## src/rtl/rect_draw_engine.sv

```systemverilog
// Rectangle rasteriser: latches one draw command, clips it to the screen and streams
// fill or outline pixels into a frame buffer write port with valid/ready backpressure.
module rect_draw_engine #(
    parameter int unsigned H_RES   = 640,
    parameter int unsigned V_RES   = 480,
    parameter int unsigned COORD_W = 10,
    parameter int unsigned COLOR_W = 12,
    parameter int unsigned ADDR_W  = 19
) (
    input  logic               clk,
    input  logic               reset,
    input  logic               cmd_valid,
    output logic               cmd_ready,
    input  logic [COORD_W-1:0] cmd_x,
    input  logic [COORD_W-1:0] cmd_y,
    input  logic [COORD_W-1:0] cmd_w,
    input  logic [COORD_W-1:0] cmd_h,
    input  logic [COLOR_W-1:0] cmd_color,
    input  logic               cmd_mode,
    output logic               wr_valid,
    input  logic               wr_ready,
    output logic [ADDR_W-1:0]  wr_addr,
    output logic [COLOR_W-1:0] wr_data,
    output logic               busy,
    output logic               done
);

    localparam int unsigned CW1 = COORD_W + 1;
    localparam logic [CW1-1:0]    X_MAX  = CW1'(H_RES - 1);
    localparam logic [CW1-1:0]    Y_MAX  = CW1'(V_RES - 1);
    localparam logic [ADDR_W-1:0] H_STEP = ADDR_W'(H_RES);

    typedef enum logic [1:0] {StIdle, StSetup, StDraw, StFinish} state_e;
    state_e state_q, state_d;

    logic [COORD_W-1:0] x_q, y_q, w_q, h_q;
    logic [COLOR_W-1:0] color_q;
    logic               mode_q;
    logic [COORD_W-1:0] x_last_q, y_last_q;
    logic               right_vis_q, bottom_vis_q;
    logic [ADDR_W-1:0]  row_base_q;
    logic [COORD_W-1:0] cur_x_q, cur_y_q;

    // Setup-cycle arithmetic, one bit wider so x+w-1 cannot overflow before clipping
    logic [CW1-1:0]     x_sum, y_sum;
    logic               right_in, bottom_in, empty_cmd;
    logic [COORD_W-1:0] x_last_d, y_last_d;

    always_comb begin
        x_sum     = {1'b0, x_q} + {1'b0, w_q} - CW1'(1);
        y_sum     = {1'b0, y_q} + {1'b0, h_q} - CW1'(1);
        right_in  = (x_sum <= X_MAX);
        bottom_in = (y_sum <= Y_MAX);
        x_last_d  = right_in ? x_sum[COORD_W-1:0] : X_MAX[COORD_W-1:0];
        y_last_d  = bottom_in ? y_sum[COORD_W-1:0] : Y_MAX[COORD_W-1:0];
        empty_cmd = (w_q == '0) || (h_q == '0) || ({1'b0, x_q} > X_MAX) ||
                    ({1'b0, y_q} > Y_MAX);
    end

    // Pixel walk: outline interior rows hop from the left column straight to the right one
    logic               accept, full_row, row_end, last_pixel, can_jump;
    logic [COORD_W-1:0] next_x;

    always_comb begin
        accept   = (state_q == StDraw) && wr_ready;
        full_row = !mode_q || (cur_y_q == y_q) || (bottom_vis_q && (cur_y_q == y_last_q));
        can_jump = (cur_x_q == x_q) && right_vis_q && (w_q > COORD_W'(1));
        if (full_row) begin
            row_end = (cur_x_q == x_last_q);
            next_x  = cur_x_q + COORD_W'(1);
        end else begin
            row_end = !can_jump;
            next_x  = x_last_q;
        end
        last_pixel = row_end && (cur_y_q == y_last_q);
    end

    always_comb begin
        state_d   = state_q;
        cmd_ready = 1'b0;
        done      = 1'b0;
        unique case (state_q)
            StIdle: begin
                cmd_ready = 1'b1;
                if (cmd_valid) begin
                    state_d = StSetup;
                end
            end
            StSetup: begin
                state_d = empty_cmd ? StFinish : StDraw;
            end
            StDraw: begin
                if (accept && last_pixel) begin
                    state_d = StFinish;
                end
            end
            StFinish: begin
                done    = 1'b1;
                state_d = StIdle;
            end
            default: state_d = StIdle;
        endcase
    end

    always_comb begin
        wr_valid = (state_q == StDraw);
        busy     = (state_q != StIdle);
        wr_addr  = row_base_q + ADDR_W'(cur_x_q);
        wr_data  = color_q;
    end

    always_ff @(posedge clk or posedge reset) begin
        if (reset) begin
            state_q <= StIdle;
        end else begin
            state_q <= state_d;
        end
    end

    always_ff @(posedge clk or posedge reset) begin
        if (reset) begin
            x_q          <= '0;
            y_q          <= '0;
            w_q          <= '0;
            h_q          <= '0;
            color_q      <= '0;
            mode_q       <= 1'b0;
            x_last_q     <= '0;
            y_last_q     <= '0;
            right_vis_q  <= 1'b0;
            bottom_vis_q <= 1'b0;
            row_base_q   <= '0;
            cur_x_q      <= '0;
            cur_y_q      <= '0;
        end else begin
            if (state_q == StIdle && cmd_valid) begin
                x_q     <= cmd_x;
                y_q     <= cmd_y;
                w_q     <= cmd_w;
                h_q     <= cmd_h;
                color_q <= cmd_color;
                mode_q  <= cmd_mode;
            end
            if (state_q == StSetup) begin
                x_last_q     <= x_last_d;
                y_last_q     <= y_last_d;
                right_vis_q  <= right_in;
                bottom_vis_q <= bottom_in;
                // The only multiply: once per command, never inside the pixel loop
                row_base_q   <= ADDR_W'(y_q) * H_STEP;
                cur_x_q      <= x_q;
                cur_y_q      <= y_q;
            end
            if (accept && !last_pixel) begin
                if (row_end) begin
                    cur_x_q    <= x_q;
                    cur_y_q    <= cur_y_q + COORD_W'(1);
                    row_base_q <= row_base_q + H_STEP;
                end else begin
                    cur_x_q <= next_x;
                end
            end
        end
    end

endmodule

```

## config.mk

```make
export PLATFORM = sky130hd
export DESIGN_NAME = rect_draw_engine
export DESIGN_NICKNAME = d
export VERILOG_FILES = /design/src/rtl/rect_draw_engine.sv
export SDC_FILE = /design/constraint.sdc
export NUM_CORES = 1
export LEC_CHECK = 0
export CORE_ASPECT_RATIO = 1.4
export CORE_MARGIN = 2
export CORE_UTILIZATION = 55
export CTS_BUF_LIST = sky130_fd_sc_hd__clkbuf_16
export DETAILED_ROUTE_END_ITERATION = 16
export GPL_TIMING_DRIVEN = 0
export PLACE_DENSITY = 0.8
export SLEW_MARGIN = 20
export SYNTH_ARGS = -nofsm -noshare
export SYNTH_HDL_FRONTEND = slang
export SYNTH_SLANG_ARGS = --single-unit
```

## constraint.sdc

```tcl
create_clock -name clk -period 7.77 [get_ports clk]
set_input_delay 1.554 -clock clk [delete_from_list [all_inputs] [get_ports clk]]
set_output_delay 1.554 -clock clk [all_outputs]
set_load 0.02 [all_outputs]
```

Word level (Yosys, flattened, before mapping)
Index checks and enable logic that the tools add are counted.
Storage, ports and cells
  bits in registers: 116
  bits in latches: 0
  memory bits (writable): 0
  bits in read-only memories: 0
  input port bits: 57
  output and inout bits: 35
  word-level logic and storage cells: 78
  memories: 0
Operators by class
  add/sub/neg operators: 8
  multipliers: 1
  div/mod/pow operators: 0
  order comparisons: 5
  equal/unequal tests: 9
  shift operators: 0
  multiplexer cells: 19
  bitwise logic cells: 0
  reductions and logical operators: 22
Operators by type and width (count)
  $mux W10: 9
  $mux W19: 3
  $eq A10 B10 Y1: 4
  $add A10 B10 Y11: 2
  $sub A11 B1 Y11 const B: 2
  $add A10 B1 Y10 const B: 2
  $logic_not A10 Y1: 2
  $add A19 B10 Y19: 1
  $add A19 B10 Y19 const B: 1
  $mul A10 B3 Y12 const B: 1
  $le A11 B10 Y1 const B: 1
  $le A11 B9 Y1 const B: 1
  $gt A10 B1 Y1 const B: 1
  $gt A10 B10 Y1 const B: 1
  $gt A10 B9 Y1 const B: 1
  $logic_and A1 B1 Y1: 8
  $pmux W2 S4: 1
  $logic_or A1 B1 Y1: 5
  $eq A2 B2 Y1 const B: 2
  $mux W1: 4
  $mux W2: 2
  $reduce_bool A2 Y1: 2
  $logic_not A1 Y1: 3
  $eq A2 B1 Y1 const B: 1
  4 further kinds: 4

Longest topological paths before layout
  depth in word-level cells: 9
  depth in mapped cells: 14
  mapped depth without buffers: 14

Worst setup path before layout
OpenSTA, ideal clock, no wires.
  kind: reg2out
  from: register cur_x_q[1]
  to: output wr_addr[11]
  data arrival time: 2.602 ns
  data required time: 6.216 ns
  setup slack: 3.614 ns
  stages on the path, launching flop included: 9
  path buffers: 0
  cell sequence: dfrtp_1 ha_1 a21o_1 a21oi_1 o21ai_0 a31o_2 a2111oi_0 o21ai_0 xor2_1
On the way
  longest elaborated chain between the ends: 1
RTL lines
  start, declared: RTL line 42  | logic [COORD_W-1:0] cur_x_q, cur_y_q;
  start signal, assigned: RTL line 151  | cur_x_q <= x_q;
  start signal, assigned: RTL line 156  | cur_x_q <= x_q;
  start signal, assigned: RTL line 160  | cur_x_q <= next_x;
  $add A19 B10 Y19: RTL line 108  | wr_addr = row_base_q + ADDR_W'(cur_x_q);
  end, declared: RTL line 22  | output logic [ADDR_W-1:0] wr_addr,
Every way passes these cells.

Final worst setup path
  from: register cur_x_q[0]
  to: output wr_addr[13]
Same word-level chain as after synthesis.

==> key figures <==
Worst setup path
  • Critical Setup Path Class: flip-flop to output pin
  • WP data required: 6.22 ns
  • Cell with the most instances on the worst path: o21ai_0
  • Slowest cell on the critical path: a2111oi_0
  • CP Capture Type: output pin
  • Crit-path max cell delay: 0.63 ns
  • Crit-path max FO: 8
  • Worst-path cell chain: ha_1, a21o_1, a21oi_1, o21ai_0, a31o_2, a2111oi_0, o21ai_0, nand3_1, xnor2_1, clkdlybuf4s50_1
  • Critical path buffers and inverters: 1
  • WP data arrival: 3.90 ns
  • Crit-path leading delay family: compound AO/OA/AOI/OAI gates
  • Nature of the critical path startpoint: flip-flop

Final layout
  • Layout Nets: 1048
  • Top reg by flops: row_base_q
  • Antenna diodes: 0
  • Largest register FFs: 19
  • Layout cells sized above 1: 0.137
  • Area growth, synth to finish: 22.9%

Global route
  • Largest net degree at the start of global routing: 60
  • Grt total ovfl: 0
  • Initial antenna violation count: 0
  • GRT Total Usage: 0.255
  • Global-route wire length before repair: 31.5 mm
  • Vias in the first global route: 6691

Yosys
  • Yosys cell types: 65
  • Cell area after synthesis: 0.00792 mm^2
  • #FFs+latches synth: 116
  • Synthesis Warnings: 0
  • Async S/R FF share, synth: 1.00
  • Prevailing post-synth register cell: dfrtp_1
  • Post-synth EDFFs: 0
  • Post-synthesis sequential area ratio: 0.367
  • Mapped Avg Cell Area: 9.83 um^2
  • Syn_nets: 937
  • Cell count after synthesis: 805

Detailed routing
  • Routed Antenna Nets: 0
  • Drt initial violations: 302
  • DR WL/cell: 16.5 um
  • Via density per instance: 5.64
  • Drt drc: 0
  • Final wirelength: 18.4 mm
  • Routed vias: 6274
  • Pre-Repair DR Iteration Count: 4

Timing
  • Crit share post-route: 0.702
  • Slew margin rel.: 0.399
  • Fmax: 0.183 GHz
  • Min cycle time layout: 5.45 ns
  • # setup viols final: 0
  • Setup TNS Final: 0 ns
  • Final Slew Violations: 0
  • RSZ-0062 raised after global routing: false
  • Worst-Margin Slew: 0.896 ns
  • Final Hold Fails: 0
  • Fin Clk Skew: 0.0110 ns

Floorplanning
  • Die area: 0.0154 mm^2
  • Starting density of the core: 0.566
  • Ports: 92
  • Core area: 0.0140 mm^2
  • Rows: 51
  • Die Height: 146 um
  • Width of the die: 105 um

Clock network
  • Clk_lat worst skew: 0.42 ns
  • Root Buffer: clkbuf_16
  • Clock Tree Buf Depth: 2
  • Hold_buf cts: 0
  • Clock transition at path regs: 0.05 ns
  • Htree depth: 4
  • Post-CTS resize count: 0
  • CTS tree: done
  • Sink Count: 116
  • Post-CTS Setup Inserts: 0
  • Number of buffers created by CTS: 17

Worst hold path
  • Worst min path class: flip-flop to flip-flop

Status
  • Status: completed

Placement
  • Detailed placer's ending HPWL: 13.6 mm
  • Placer Congestion: 0.839
  • IO buf count: 91

Run
  • Max-Cap Viols: 0
[cell type report]
type / count / area [um^2]
timing repair buffer: 92 / 938
tap: 185 / 231
inverter: 102 / 388
buffer: 30 / 176
sequential: 116 / 2900
fill: 1031 / 4240
clock inverter: 13 / 215
multi-input combinational: 557 / 4450
clock buffer: 17 / 425
[layout by cell type (no fill, tap or decap), types with 3 or more instances in the layout]
cell type        instances
mux2i_1                 13
o21ai_0                 40
bufinv_16                6
mux2_2                  62
a21boi_0                 5
and3_1                  10
fa_1                     4
a22o_1                   3
and4_1                   3
nand2_1                 47
a32o_1                   4
xor2_1                  34
ha_1                    71
or2_2                    5
buf_6                    6
a211oi_1                 6
nand2b_1                 4
clkinv_2                 3
buf_2                    5
clkbuf_16               17
clkbuf_1                16
a21oi_2                  3
nor3_1                   7
a21o_1                   9
nor4_1                   5
clkdlybuf4s50_1         91
o32a_1                   3
o221a_2                  3
dfrtp_1                116
o22a_1                   6
nor2_1                  36
xnor2_1                 51
inv_1                  102
nand3_1                 15
o211ai_1                 6
a21oi_1                 44
nor2b_1                 10
nand4_1                 10
[stage by stage]
step / cell area [um^2] / hold WS (ns) / instances / setup slack (ns) / utilization
after global routing: 9730 / 0.502 / 1112 / 2.00 / 0.696
after global placement: 9060 / 0.463 / 1081 / 1.42 / 0.648
final: 9730 / 0.482 / 1112 / 2.32 / 0.696
after detailed placement: 9090 / 0.469 / 1082 / 2.67 / 0.651
after CTS: 9730 / 0.483 / 1112 / 2.24 / 0.696
after floorplan: 7920 / 0.453 / 805 / 3.14 / -
[synthesized netlist by cell type (9+ instances only)]
cell type | instances | area (um^2)
a21o_1 | 9 | 67.6
a21oi_1 | 44 | 220
and3_1 | 10 | 62.6
clkbuf_1 | 16 | 60.1
dfrtp_1 | 116 | 2900
ha_1 | 71 | 888
inv_1 | 102 | 383
mux2_2 | 62 | 698
mux2i_1 | 13 | 130
nand2_1 | 47 | 176
nand3_1 | 15 | 75.1
nand4_1 | 10 | 62.6
nor2_1 | 36 | 135
nor2b_1 | 10 | 62.6
o21ai_0 | 40 | 200
xnor2_1 | 51 | 447
xor2_1 | 34 | 298
[routing by layer]
layer	global-route usage	wire length, um	up-vias
li1	-	-	3012
met1	0.297	7270	3028
met2	0.449	9550	195
met3	0.0600	1060	39
met4	0.0973	488	0
met5	0	0	-
[cells by family (layout without fill, tap and decap cells)]
family                     count (synthesis)  count (layout)  share of synthesized area
adders and majority gates                 75              75                      0.122
muxes                                     75              75                      0.105
DFF                                      116             116                      0.367
AOI/OAI and AO/OA                        160             160                      0.136
and+or+nand+nor                          161             161                      0.104
xor gates and xnor gates                  86              86                     0.0961
buffers and inverters                    132             254                     0.0706
[path summary, 6_finish.rpt]
| path | startpoint | to | slack (ns) | cells past startpoint |
|---|---|---|---|---|
| min | bottom_vis_q | bottom_vis_q | 0.48 | 1 |
| min reg2reg | bottom_vis_q | bottom_vis_q | 0.48 | 1 |
| max | cur_x_q[0] | wr_addr[13] | 2.32 | 10 |
| max reg2reg | y_q[1] | y_last_q[4] | 3.96 | 14 |
| max in group asynchronous | reset | x_q[2] | 5.51 | 3 |
| min in group asynchronous | reset | h_q[2] | 1.58 | 2 |
Power is left out: the tool's default activity adds up to more than one toggle a clock period on the data nets, which glitch-free logic cannot reach.
